==> config.mk <==
export PLATFORM = sky130hd
export DESIGN_NAME = hazard_ctrl_unit
export DESIGN_NICKNAME = d
export VERILOG_FILES = /design/src/rtl/hazard_ctrl_unit_pkg.sv /design/src/rtl/hazard_scoreboard.sv /design/src/rtl/hazard_ctrl_unit.sv
export SDC_FILE = /design/constraint.sdc
export NUM_CORES = 1
export LEC_CHECK = 0
export ABC_AREA = 1
export BUFFER_PORTS_ARGS = -buffer_cell sky130_fd_sc_hd__buf_2
export CAP_MARGIN = 20
export CORE_MARGIN = 5
export CORE_UTILIZATION = 40
export CTS_BUF_LIST = sky130_fd_sc_hd__clkbuf_2 sky130_fd_sc_hd__clkbuf_4 sky130_fd_sc_hd__clkbuf_8
export CTS_CLUSTER_DIAMETER = 60
export DETAILED_ROUTE_END_ITERATION = 8
export PLACE_DENSITY = 0.71
export REMOVE_ABC_BUFFERS = 1
export SETUP_SLACK_MARGIN = 0.2
export SLEW_MARGIN = 20
export SYNTH_ARGS = -nofsm -noshare
export SYNTH_HDL_FRONTEND = slang
export SYNTH_SLANG_ARGS = --single-unit
==> constraint.sdc <==
create_clock -name clk -period 1.8 [get_ports clk]
set_input_delay 0.27 -clock clk [delete_from_list [all_inputs] [get_ports clk]]
set_output_delay 0.27 -clock clk [all_outputs]
set_load 0.05 [all_outputs]
==> src/rtl/hazard_ctrl_unit_pkg.sv <==
// Shared types for the hazard controller and the EX operand-mux users.
package hazard_ctrl_unit_pkg;

   typedef enum logic [1:0] {
      FWD_RF  = 2'b00,
      FWD_WB  = 2'b01,
      FWD_MEM = 2'b10
   } fwd_sel_e;

   // x0 is hardwired; it never creates a dependency
   localparam int unsigned REG_ZERO = 0;

endpackage

==> src/rtl/hazard_scoreboard.sv <==
// One-entry scoreboard tracking the destination of the in-flight MDU op.
module hazard_scoreboard
   import hazard_ctrl_unit_pkg::*;
#(
   parameter int unsigned AW = 5
) (
   input  logic          clk,
   input  logic          rst,
   input  logic          is_mdu_ex,
   input  logic          rd_wren_ex,
   input  logic [AW-1:0] rd_addr_ex,
   input  logic          mem_wait,
   input  logic          mdu_done,
   output logic          busy,
   output logic [AW-1:0] rd,
   output logic          pending_c
);

   logic issue;

   assign issue = is_mdu_ex & rd_wren_ex & (rd_addr_ex != AW'(REG_ZERO)) & ~mem_wait;

   // A retiring op does not block consumers in the cycle its result is written
   assign pending_c = busy & ~mdu_done;

   // Issue beats retire so back-to-back MDU ops keep the entry occupied
   always_ff @(posedge clk) begin
      if (rst) begin
         busy <= 1'b0;
         rd   <= '0;
      end else if (issue) begin
         busy <= 1'b1;
         rd   <= rd_addr_ex;
      end else if (mdu_done) begin
         busy <= 1'b0;
      end
   end

endmodule

==> src/rtl/hazard_ctrl_unit.sv <==
// Forwarding, stall, flush and stall-cycle accounting for the 5-stage core.
module hazard_ctrl_unit
   import hazard_ctrl_unit_pkg::*;
#(
   parameter int unsigned AW        = 5,
   parameter bit          ID_BYPASS = 1'b1,
   parameter int unsigned CNT_W     = 16
) (
   input  logic             clk,
   input  logic             rst,
   input  logic [AW-1:0]    rs1_addr_ID,
   input  logic [AW-1:0]    rs2_addr_ID,
   input  logic             rs1_used_ID,
   input  logic             rs2_used_ID,
   input  logic [AW-1:0]    rd_addr_ID,
   input  logic             rd_wren_ID,
   input  logic             is_mdu_ID,
   input  logic [AW-1:0]    rs1_addr_EX,
   input  logic [AW-1:0]    rs2_addr_EX,
   input  logic [AW-1:0]    rd_addr_EX,
   input  logic             rd_wren_EX,
   input  logic             is_load_EX,
   input  logic             is_mdu_EX,
   input  logic             pc_sel_EX,
   input  logic [AW-1:0]    rd_addr_MEM,
   input  logic             rd_wren_MEM,
   input  logic             is_load_MEM,
   input  logic             dmem_ready,
   input  logic [AW-1:0]    rd_addr_WB,
   input  logic             rd_wren_WB,
   input  logic             mdu_done,
   input  logic             clr_cnt,
   output logic [1:0]       fwd_a,
   output logic [1:0]       fwd_b,
   output logic             byp_rs1_ID,
   output logic             byp_rs2_ID,
   output logic             stall_pc,
   output logic             stall_IF,
   output logic             stall_ID,
   output logic             stall_EX,
   output logic             stall_MEM,
   output logic             flush_IF,
   output logic             flush_ID,
   output logic             bubble_WB,
   output logic             mdu_busy,
   output logic [CNT_W-1:0] stall_cycles
);

   localparam logic [CNT_W-1:0] CNT_MAX = '1;

   logic          mem_wait;
   logic          hz;
   logic          sb_pending;
   logic [AW-1:0] sb_rd;
   fwd_sel_e      fwd_a_sel;
   fwd_sel_e      fwd_b_sel;

   function automatic logic reg_hit(input logic [AW-1:0] a, input logic [AW-1:0] b);
      return (a != AW'(REG_ZERO)) && (a == b);
   endfunction

   // MEM is preferred over WB; a load in MEM has no data yet to forward
   function automatic fwd_sel_e fwd_pick(input logic [AW-1:0] rs);
      fwd_sel_e sel;
      sel = FWD_RF;
      if (rd_wren_MEM && !is_load_MEM && reg_hit(rd_addr_MEM, rs)) begin
         sel = FWD_MEM;
      end else if (rd_wren_WB && reg_hit(rd_addr_WB, rs)) begin
         sel = FWD_WB;
      end
      return sel;
   endfunction

   // Only source fields the ID instruction actually reads can create a hazard
   function automatic logic id_reads(input logic [AW-1:0] r);
      return (rs1_used_ID && reg_hit(r, rs1_addr_ID)) ||
             (rs2_used_ID && reg_hit(r, rs2_addr_ID));
   endfunction

   hazard_scoreboard #(.AW(AW)) u_scoreboard (
      .clk        (clk),
      .rst        (rst),
      .is_mdu_ex  (is_mdu_EX),
      .rd_wren_ex (rd_wren_EX),
      .rd_addr_ex (rd_addr_EX),
      .mem_wait   (mem_wait),
      .mdu_done   (mdu_done),
      .busy       (mdu_busy),
      .rd         (sb_rd),
      .pending_c  (sb_pending)
   );

   assign mem_wait = is_load_MEM & ~dmem_ready;

   always_comb begin
      fwd_a_sel = fwd_pick(rs1_addr_EX);
      fwd_b_sel = fwd_pick(rs2_addr_EX);
   end

   assign fwd_a = 2'(fwd_a_sel);
   assign fwd_b = 2'(fwd_b_sel);

   assign byp_rs1_ID = ID_BYPASS & rd_wren_WB & reg_hit(rd_addr_WB, rs1_addr_ID);
   assign byp_rs2_ID = ID_BYPASS & rd_wren_WB & reg_hit(rd_addr_WB, rs2_addr_ID);

   // Interlock sources; a memory wait freezes everything and masks them
   always_comb begin
      hz = 1'b0;
      if (rd_wren_EX && (is_load_EX || is_mdu_EX) && id_reads(rd_addr_EX)) begin
         hz = 1'b1;
      end
      if (sb_pending && (id_reads(sb_rd) || (rd_wren_ID && reg_hit(rd_addr_ID, sb_rd)))) begin
         hz = 1'b1;
      end
      if (is_mdu_ID && (sb_pending || is_mdu_EX)) begin
         hz = 1'b1;
      end
      if (mem_wait) begin
         hz = 1'b0;
      end
   end

   // A taken branch discards the ID instruction, so it overrides the front-end hold
   assign stall_pc  = mem_wait | (hz & ~pc_sel_EX);
   assign stall_IF  = stall_pc;
   assign stall_ID  = mem_wait;
   assign stall_EX  = mem_wait;
   assign stall_MEM = mem_wait;
   assign bubble_WB = mem_wait;
   assign flush_IF  = pc_sel_EX & ~mem_wait;
   assign flush_ID  = (hz | pc_sel_EX) & ~mem_wait;

   always_ff @(posedge clk) begin
      if (rst || clr_cnt) begin
         stall_cycles <= '0;
      end else if (stall_pc && (stall_cycles != CNT_MAX)) begin
         stall_cycles <= stall_cycles + CNT_W'(1);
      end
   end

endmodule

======== After elaboration in Yosys (flattened, before gate mapping) ========
Index checks and enable logic that the tools add are counted.
cells by class
  $add $sub $neg .......................... 1
  equality and inequality tests ........... 12
  muxes and demuxes ....................... 10
  bitwise logic cells ..................... 16
  reduce and logical (&&, ||, !) cells .... 39
operators by type and width
  kind                                           number
  == test 5 bit                                  11
  logical AND 1 bit                              26
  nonzero test 5 bit                             5
  adder 16 x 1 -> 16 bit, second input constant  1
  inequality test 16 bit, second input constant  1
  AND 1 bit                                      10
  two-way mux 1 bit                              8
  logical OR 1 bit                               6
  two-way mux 2 bit                              2
  inverter 1 bit                                 4
  OR 1 bit                                       2
  nonzero test 2 bit                             1
  logical NOT 1 bit                              1
storage, ports and cells
  register bits ........................... 22
  word-level logic and storage cells ...... 81
  output and inout port bits .............. 31
  input port bits ......................... 56

======== Logic depth before layout (Yosys ltp) ========
Gate-level depths: netlist of the first run.
  depth after elaboration ................. 12
  gate-level depth with buffers ........... 16
  mapped depth without buffers ............ 15

======== By module ========
A second synthesis of the first run with hierarchy kept.
second synthesis, totals
  cell total of the unflattened synthesis .. 362
  area total of the unflattened synthesis .. 2197.1 um^2
by module, submodules not included
  module             sequential area each (um^2)  area each (um^2)  times used  cells each
  hazard_ctrl_unit   320.3                        1910.6            1           326
  hazard_scoreboard  120.1                        286.5             1           36

======== Worst setup path after synthesis of the first run ========
Ideal clock, no wire load.
  kind .................................... input port to output port
  from .................................... input port is_load_MEM
  to ...................................... output port fwd_b[0]
  arrival ................................. 3.019 ns
  stages .................................. 6
  path slack .............................. -1.489 ns
  path through ............................ inv_1 > nand2_1 > a2111oi_0 > nand3_1 > nor4_1 > nor2_1
between the ends
  cells in the longest elaborated chain, start to end .. 4
ends and longest elaborated chain
  item                             line                    RTL
  from (decl)                      hazard_ctrl_unit.sv:27  input logic is_load_MEM,
  logical NOT 1 bit                hazard_ctrl_unit.sv:66  if (rd_wren_MEM && !is_load_MEM && reg_hit(rd_addr_MEM, rs)) begin
  logical AND 1 bit (2 in series)  hazard_ctrl_unit.sv:66
  two-way mux 2 bit                hazard_ctrl_unit.sv:66
  to (decl)                        hazard_ctrl_unit.sv:34  output logic [1:0] fwd_b,
No other way between the ends.

======== Worst setup path in the final report of the first run ========
  from .................................... register u_scoreboard.rd[3]
  to ...................................... output port stall_IF
between the ends
  cells in the longest elaborated chain, start to end .. 11
ends and longest elaborated chain
  item                                                 line                                            RTL
  from (decl)                                          hazard_scoreboard.sv:15                         output logic [AW-1:0] rd,
  from (signal assigned)                               hazard_scoreboard.sv:33                         rd <= rd_addr_ex;
  == test 5 bit or nonzero test 5 bit (tied branches)  hazard_ctrl_unit.sv:59                          return (a != AW'(REG_ZERO)) && (a == b);
  logical AND 1 bit                                    hazard_ctrl_unit.sv:59
  logical AND 1 bit, on equally long branches          hazard_ctrl_unit.sv:76, hazard_ctrl_unit.sv:77
  logical OR 1 bit                                     hazard_ctrl_unit.sv:76                          return (rs1_used_ID && reg_hit(r, rs1_addr_ID)) ||
  logical OR 1 bit *                                   hazard_ctrl_unit.sv:112                         if (sb_pending && (id_reads(sb_rd) || (rd_wren_ID && reg_hit(rd_addr_ID, sb_rd)))) begin
  logical AND 1 bit *                                  hazard_ctrl_unit.sv:112
  two-way mux 1 bit *                                  hazard_ctrl_unit.sv:112
  two-way mux 1 bit *                                  hazard_ctrl_unit.sv:115                         if (is_mdu_ID && (sb_pending || is_mdu_EX)) begin
  two-way mux 1 bit *                                  hazard_ctrl_unit.sv:118                         if (mem_wait) begin
  AND 1 bit *                                          hazard_ctrl_unit.sv:124                         assign stall_pc = mem_wait | (hz & ~pc_sel_EX);
  OR 1 bit *                                           hazard_ctrl_unit.sv:124
  to (decl)                                            hazard_ctrl_unit.sv:38                          output logic stall_IF,
Every way passes the cells marked *; elsewhere a longest branch is shown, timed or not.

==> results of run 1 <==
[final timing paths]
kind	to	depth (start not counted)	slack, ns
setup / recovery	stall_IF	13	-0.15
hold / removal	u_scoreboard.busy	2	0.19
setup reg to reg	stall_cycles[6]	16	-0.05
hold reg to reg	stall_cycles[7]	2	0.51
[registers in the layout (all words and copies together), names as in the netlist]
signal / count
u_scoreboard.rd: 5
stall_cycles: 16
u_scoreboard.busy: 1
[routing by layer]
layer / routed length (um) / track usage, % / vias to the layer above
met5: 0 / 0 / -
met2: 3500 / 32.97 / 88
met1: 3157 / 24.91 / 1232
met3: 376 / 3.554 / 23
li1: - / - / 1377
met4: 224 / 5.848 / 0
[report_power, final]
group          leakage [nW]  total [mW]  internal, mW  switching (mW)
Sequential            0.181       0.510         0.497          0.0129
Clock                0.0216       0.298         0.149           0.148
Combinational          1.30       0.542         0.227           0.315
Total                  1.50        1.35         0.873           0.477
[layout make-up]
| type | instances | area (sq um) |
|---|---|---|
| flip-flops and latches | 22 | 451.7 |
| inverters | 53 | 229.0 |
| repair buffers | 109 | 780.7 |
| multi-input cells | 273 | 1607 |
| fillers | 523 | 2206 |
| clock buffers | 3 | 41.29 |
| well taps | 72 | 90.09 |
[timing repair]
item	4_1_cts	5_1_grt
setup buffers	5	1
resized for setup	76	43
endpoints found under the setup margin	25	25
pin swaps	13	16
[Yosys cell counts, types with 2 or more instances]
cell type	n	area share, %
a21oi_1	17	3.9
a21oi_2	7	2.8
a221oi_1	2	0.80
buf_4	6	2.1
clkbuf_1	4	0.69
dfxtp_1	22	20
inv_1	51	8.8
inv_2	2	0.34
nand2_1	91	16
nand2_2	2	0.57
nand3_1	20	4.6
nand3_2	7	3.2
nand4_1	8	2.3
nor2_1	44	7.6
nor3_1	7	1.6
nor4_1	6	1.7
o2111ai_1	3	1.2
o21ai_0	15	3.4
o22ai_1	5	1.4
xnor2_1	9	3.6
xor2_1	20	8.0
[cell families (layout without fill, tap and decap cells)]
kind of cell | Yosys count | in the layout | synth area share (%)
AO/OA/AOI/OAI | 52 | 52 | 14.82
XOR/XNOR | 29 | 29 | 11.61
adder cells (fa/ha/maj) | 1 | 1 | 0.5720
buffers and inverters | 66 | 165 | 13.50
flip-flops | 22 | 22 | 20.14
AND/OR/NAND/NOR | 191 | 191 | 39.36
==> impl_metrics.toml, run 1 <==
[timing]
fin_tns_setup_ns = -0.9505
clock-skew-final_ns = 0.002680
whs_ns = 0.1923
rsz0062_at_grt = "yes"
fmax_mhz = 513.1
maxSlewViolCount = 0
setup_violations = 19
hold_violations = 0
slew_headroom_pct = 57.93
period_minus_slack_ns = 1.949
fin_crit_sh_pct = 108.3
fin_ws_ns = -0.1489
worst_pin_slew_ns = 0.6304

[clock_tree]
cts_sinks = 22
cts_buffer_depth = 2
cts-root-buf = "clkbuf_8"
clk_pin_slew_ns = 0.07
cts_made_buffers = 3
cts_htree_levels = 1
cts_tree = "yes"
clock_latency_ns = 0.26
ctsHoldBuffers = 0

[detailed_routing]
drt_wl_total_mm = 7.259
drt-initial-drc-count = 181
vias = 2720
drc_errors = 0
drt-vias-per-instance = 5.113
wl_per_cell_um = 13.64
firstDrtPassIters = 4
ant_nets = 0

[floorplanning]
die_y_um = 83.95
initial_core_util_pct = 40.46
die-area_sq_um = 7047
die_x_um = 83.95
coreArea_sq_um = 5405
io_pins = 87
rows = 27

[grt]
grt_pass1_wl_mm = 11.68
overflow = 0
antenna_found_initial = 0
grtUsageTotal_pct = 19.44
grt_max_degree = 17
grt_pass1_vias = 2582

[final_layout]
stdcell_area_sq_um = 3199
area_growth_pct = 46.28
finalNetCount = 519
drive_gt1_share_pct = 38.26
final_cells = 532
final_common_cell = "nand2_1"
diodes = 0
layout_common_cells = "84 x nand2_1, 64 x buf_2, 41 x nor2_1, 38 x inv_1, 24 x buf_4"
utilization_pct = 59.19

[yosys]
synth_edf_count = 0
ys_types = 34
syn_avg_cell_area_sq_um = 6.058
syn-cell-area_sq_um = 2187
ys_warn_count = 0
synth_seq_area_share_pct = 20.14
synth-seq-cells = 22
ys.flop_type = "dfxtp_1"
synthCells = 361
async_reset_ff_share_pct = 0

[setup_path]
startpoint_type = "register"
crit_top_cell = "nand2_2"
crit_type = "reg -> out"
timing.critical_path.max_delay_family = "simple AND/OR/NAND/NOR gates"
worstPathArrival_ns = 1.68
critical-path-max-stage-delay_ns = 0.34
cpMaxStageDelayCell = "dfxtp_2"
r2r_start = "u_scoreboard.rd[3]"
worst-path-buf-inv = 2
worstSetupStartpoint = "u_scoreboard.rd[3]"
end_kind = "output pin"
cp_max_fo = 3
worstPathCellList = "buf_6, nand2_2, nand2_2, nor2_1, nand3_1, nand2_1, nand2_1, nand2_2, nand2_2, nand2_2, nand2_2, nand2_4, buf_8"
required_ns = 1.53

[placed_design]
gp_congestion = 0.8952
dp.cells = 523
io_buffers = 86
dp_slack_ns = -0.1005
post-dp-hpwl_mm = 5.339
place_area_sq_um = 2739

[flow_run]
drv_cap = 0

[run_status]
violations = "setup timing"
status = "finished with violations"

[power]
p_per_area_nw_per_um2 = 421.7
total_power_mw = 1.349
p_leak_nw = 1.501
ir_drop_mv = 0.2892

[hold_path]
hold_path_startpoint = "rst"
min_path_type = "in -> reg"
Power figures use the tool's default switching activity.
==> run 2: changes to the inputs <==
--- a/config.mk
+++ b/config.mk
@@ -8,7 +8,6 @@
 export ABC_AREA = 1
 export BUFFER_PORTS_ARGS = -buffer_cell sky130_fd_sc_hd__buf_2
 export CAP_MARGIN = 20
-export CORE_MARGIN = 5
 export CORE_UTILIZATION = 40
 export CTS_BUF_LIST = sky130_fd_sc_hd__clkbuf_2 sky130_fd_sc_hd__clkbuf_4 sky130_fd_sc_hd__clkbuf_8
 export CTS_CLUSTER_DIAMETER = 60
==> impl_metrics.toml, run 2 (same netlist as run 1, synthesis figures left out) <==
[setup_path]
worstPathCellList = "buf_6, nand2_2, nand2_2, nor2_2, nand3_1, nand2_1, nand2_1, nand2_2, nand2_1, nand2_2, nand2_2, nand2_4, buf_8"
startpoint_type = "register"
cp_max_fo = 3
required_ns = 1.53
timing.critical_path.max_delay_family = "simple AND/OR/NAND/NOR gates"
critical-path-max-stage-delay_ns = 0.37
worst-path-buf-inv = 2
cpMaxStageDelayCell = "dfxtp_4"
crit_type = "reg -> out"
crit_top_cell = "nand2_2"
end_kind = "output pin"
worstPathArrival_ns = 1.68

[hold_path]
min_path_type = "in -> reg"

[floorplanning]
die_x_um = 75.95
initial_core_util_pct = 42.28
io_pins = 87
coreArea_sq_um = 5172
rows = 26
die_y_um = 75.95
die-area_sq_um = 5768

[detailed_routing]
drt-initial-drc-count = 205
wl_per_cell_um = 13.85
firstDrtPassIters = 5
ant_nets = 0
drt_wl_total_mm = 7.356
drt-vias-per-instance = 5.200
drc_errors = 0
vias = 2761

[flow_run]
drv_cap = 0

[power]
ir_drop_mv = 0.2106
pwr-share-comb_pct = 38.8
p_leak_nw = 1.514
seqPwrFrac_pct = 35.9
switching_share_pct = 35.45
p_sw_uw = 503.6
p_per_area_nw_per_um2 = 439.0
pwr-share-clk_pct = 25.3
p_int_uw = 916.8

[final_layout]
layout_common_cells = "83 x nand2_1, 64 x buf_2, 41 x nor2_1, 37 x inv_1, 22 x buf_4"
area_growth_pct = 47.94
drive_gt1_share_pct = 38.61
finalNetCount = 519
utilization_pct = 62.55
final_common_cell = "nand2_1"
diodes = 0
largest_register_ff_count = 16
reg_top3 = "stall_cycles x16, u_scoreboard.rd x5, u_scoreboard.busy x1"
largest_register = "stall_cycles"

[clock_tree]
cts_made_buffers = 3
cts_tree = "yes"
clock_latency_ns = 0.27
cts_buffer_depth = 2
cts_sinks = 22
clk_pin_slew_ns = 0.08
cts_htree_levels = 1
cts-root-buf = "clkbuf_8"

[timing]
hold_violations = 0
fin_crit_sh_pct = 108.4
maxSlewViolCount = 0
rsz0062_at_grt = "yes"
slew_headroom_pct = 61.42
clock-skew-final_ns = 0.001940
period_minus_slack_ns = 1.951
setup_violations = 19
worst_pin_slew_ns = 0.5781
fmax_mhz = 512.6
fin_ws_ns = -0.1509

[placed_design]
dp_slack_ns = -0.04708
gp_congestion = 0.9187
io_buffers = 86
post-dp-hpwl_mm = 5.138

[grt]
grt_max_degree = 17
antenna_found_initial = 0
grt_pass1_wl_mm = 11.86
grt_pass1_vias = 2536
overflow = 0
grtUsageTotal_pct = 24.82

[run_status]
violations = "setup timing"
status = "finished with violations"
## run 2: cell types whose count changed in the layout (fill, tap and decap cells not counted), sizes merged
cell and delta:
clkbuf +2, buf -1, inv +1, clkinv -1
## run 2: per-stage QoR
| stage | total power [mW] | cells | hold WS [ns] | instance area (sq um) | TNS [ns] |
|---|---|---|---|---|---|
| finish | 1.420 | 531 | 0.1864 | 3236 | -1.191 |
| global route | 1.491 | 531 | 0.1858 | 3236 | -3.656 |
| CTS | 1.374 | 530 | 0.1885 | 3082 | -0.8311 |
| detailed placement | 0.9395 | 521 | 0.4784 | 2736 | -0.5919 |
| global placement | 0.9351 | 521 | 0.4665 | 2736 | -0.08942 |
| floorplan | 0.7632 | 348 | 0.3391 | 2091 | -74.61 |
## run 2: worst paths after layout
check	startpoint	end	slack (ns)	depth (start not counted)
setup / recovery	u_scoreboard.rd[0]	stall_pc	-0.15	13
hold / removal	rst	u_scoreboard.busy	0.19	2
setup reg to reg	u_scoreboard.rd[0]	stall_cycles[2]	-0.07	16
hold reg to reg	u_scoreboard.rd[4]	u_scoreboard.rd[4]	0.50	2
## run 2: area by class of cell
cell class / count / area [sq um]
Inverter: 53 / 234.0
Fill cell: 457 / 1937
Clock buffer: 4 / 55.05
Timing Repair Buffer: 109 / 780.7
Multi-Input combinational cell: 273 / 1624
Sequential cell: 22 / 454.2
Tap cell: 70 / 87.58
## run 2: power by group through the flow
stage | sequential [mW] | clock (mW) | combinational, mW
floorplan | 0.526 | 0 | 0.237
global placement | 0.520 | 0 | 0.415
detailed placement | 0.520 | 0 | 0.419
CTS | 0.509 | 0.367 | 0.498
global route | 0.511 | 0.385 | 0.595
finish | 0.510 | 0.360 | 0.551
## run 2: repair_timing
action | 4_1_cts | 5_1_grt
gates cloned | 1 | 0
pin swaps | 21 | 24
hold endpoints to repair | 0 | 0
endpoints found under the setup margin | 25 | 25
hold buffers | 0 | 0
setup buffers | 4 | 1
resized for setup | 80 | 43
## run 2: per-layer routing
| metal | GRT usage (%) | vias up | wire (um) |
|---|---|---|---|
| met4 | 7.500 | 0 | 218 |
| met3 | 5.181 | 24 | 412 |
| met1 | 31.43 | 1251 | 3194 |
| met5 | 0 | - | 0 |
| met2 | 42.09 | 115 | 3530 |
| li1 | - | 1371 | - |
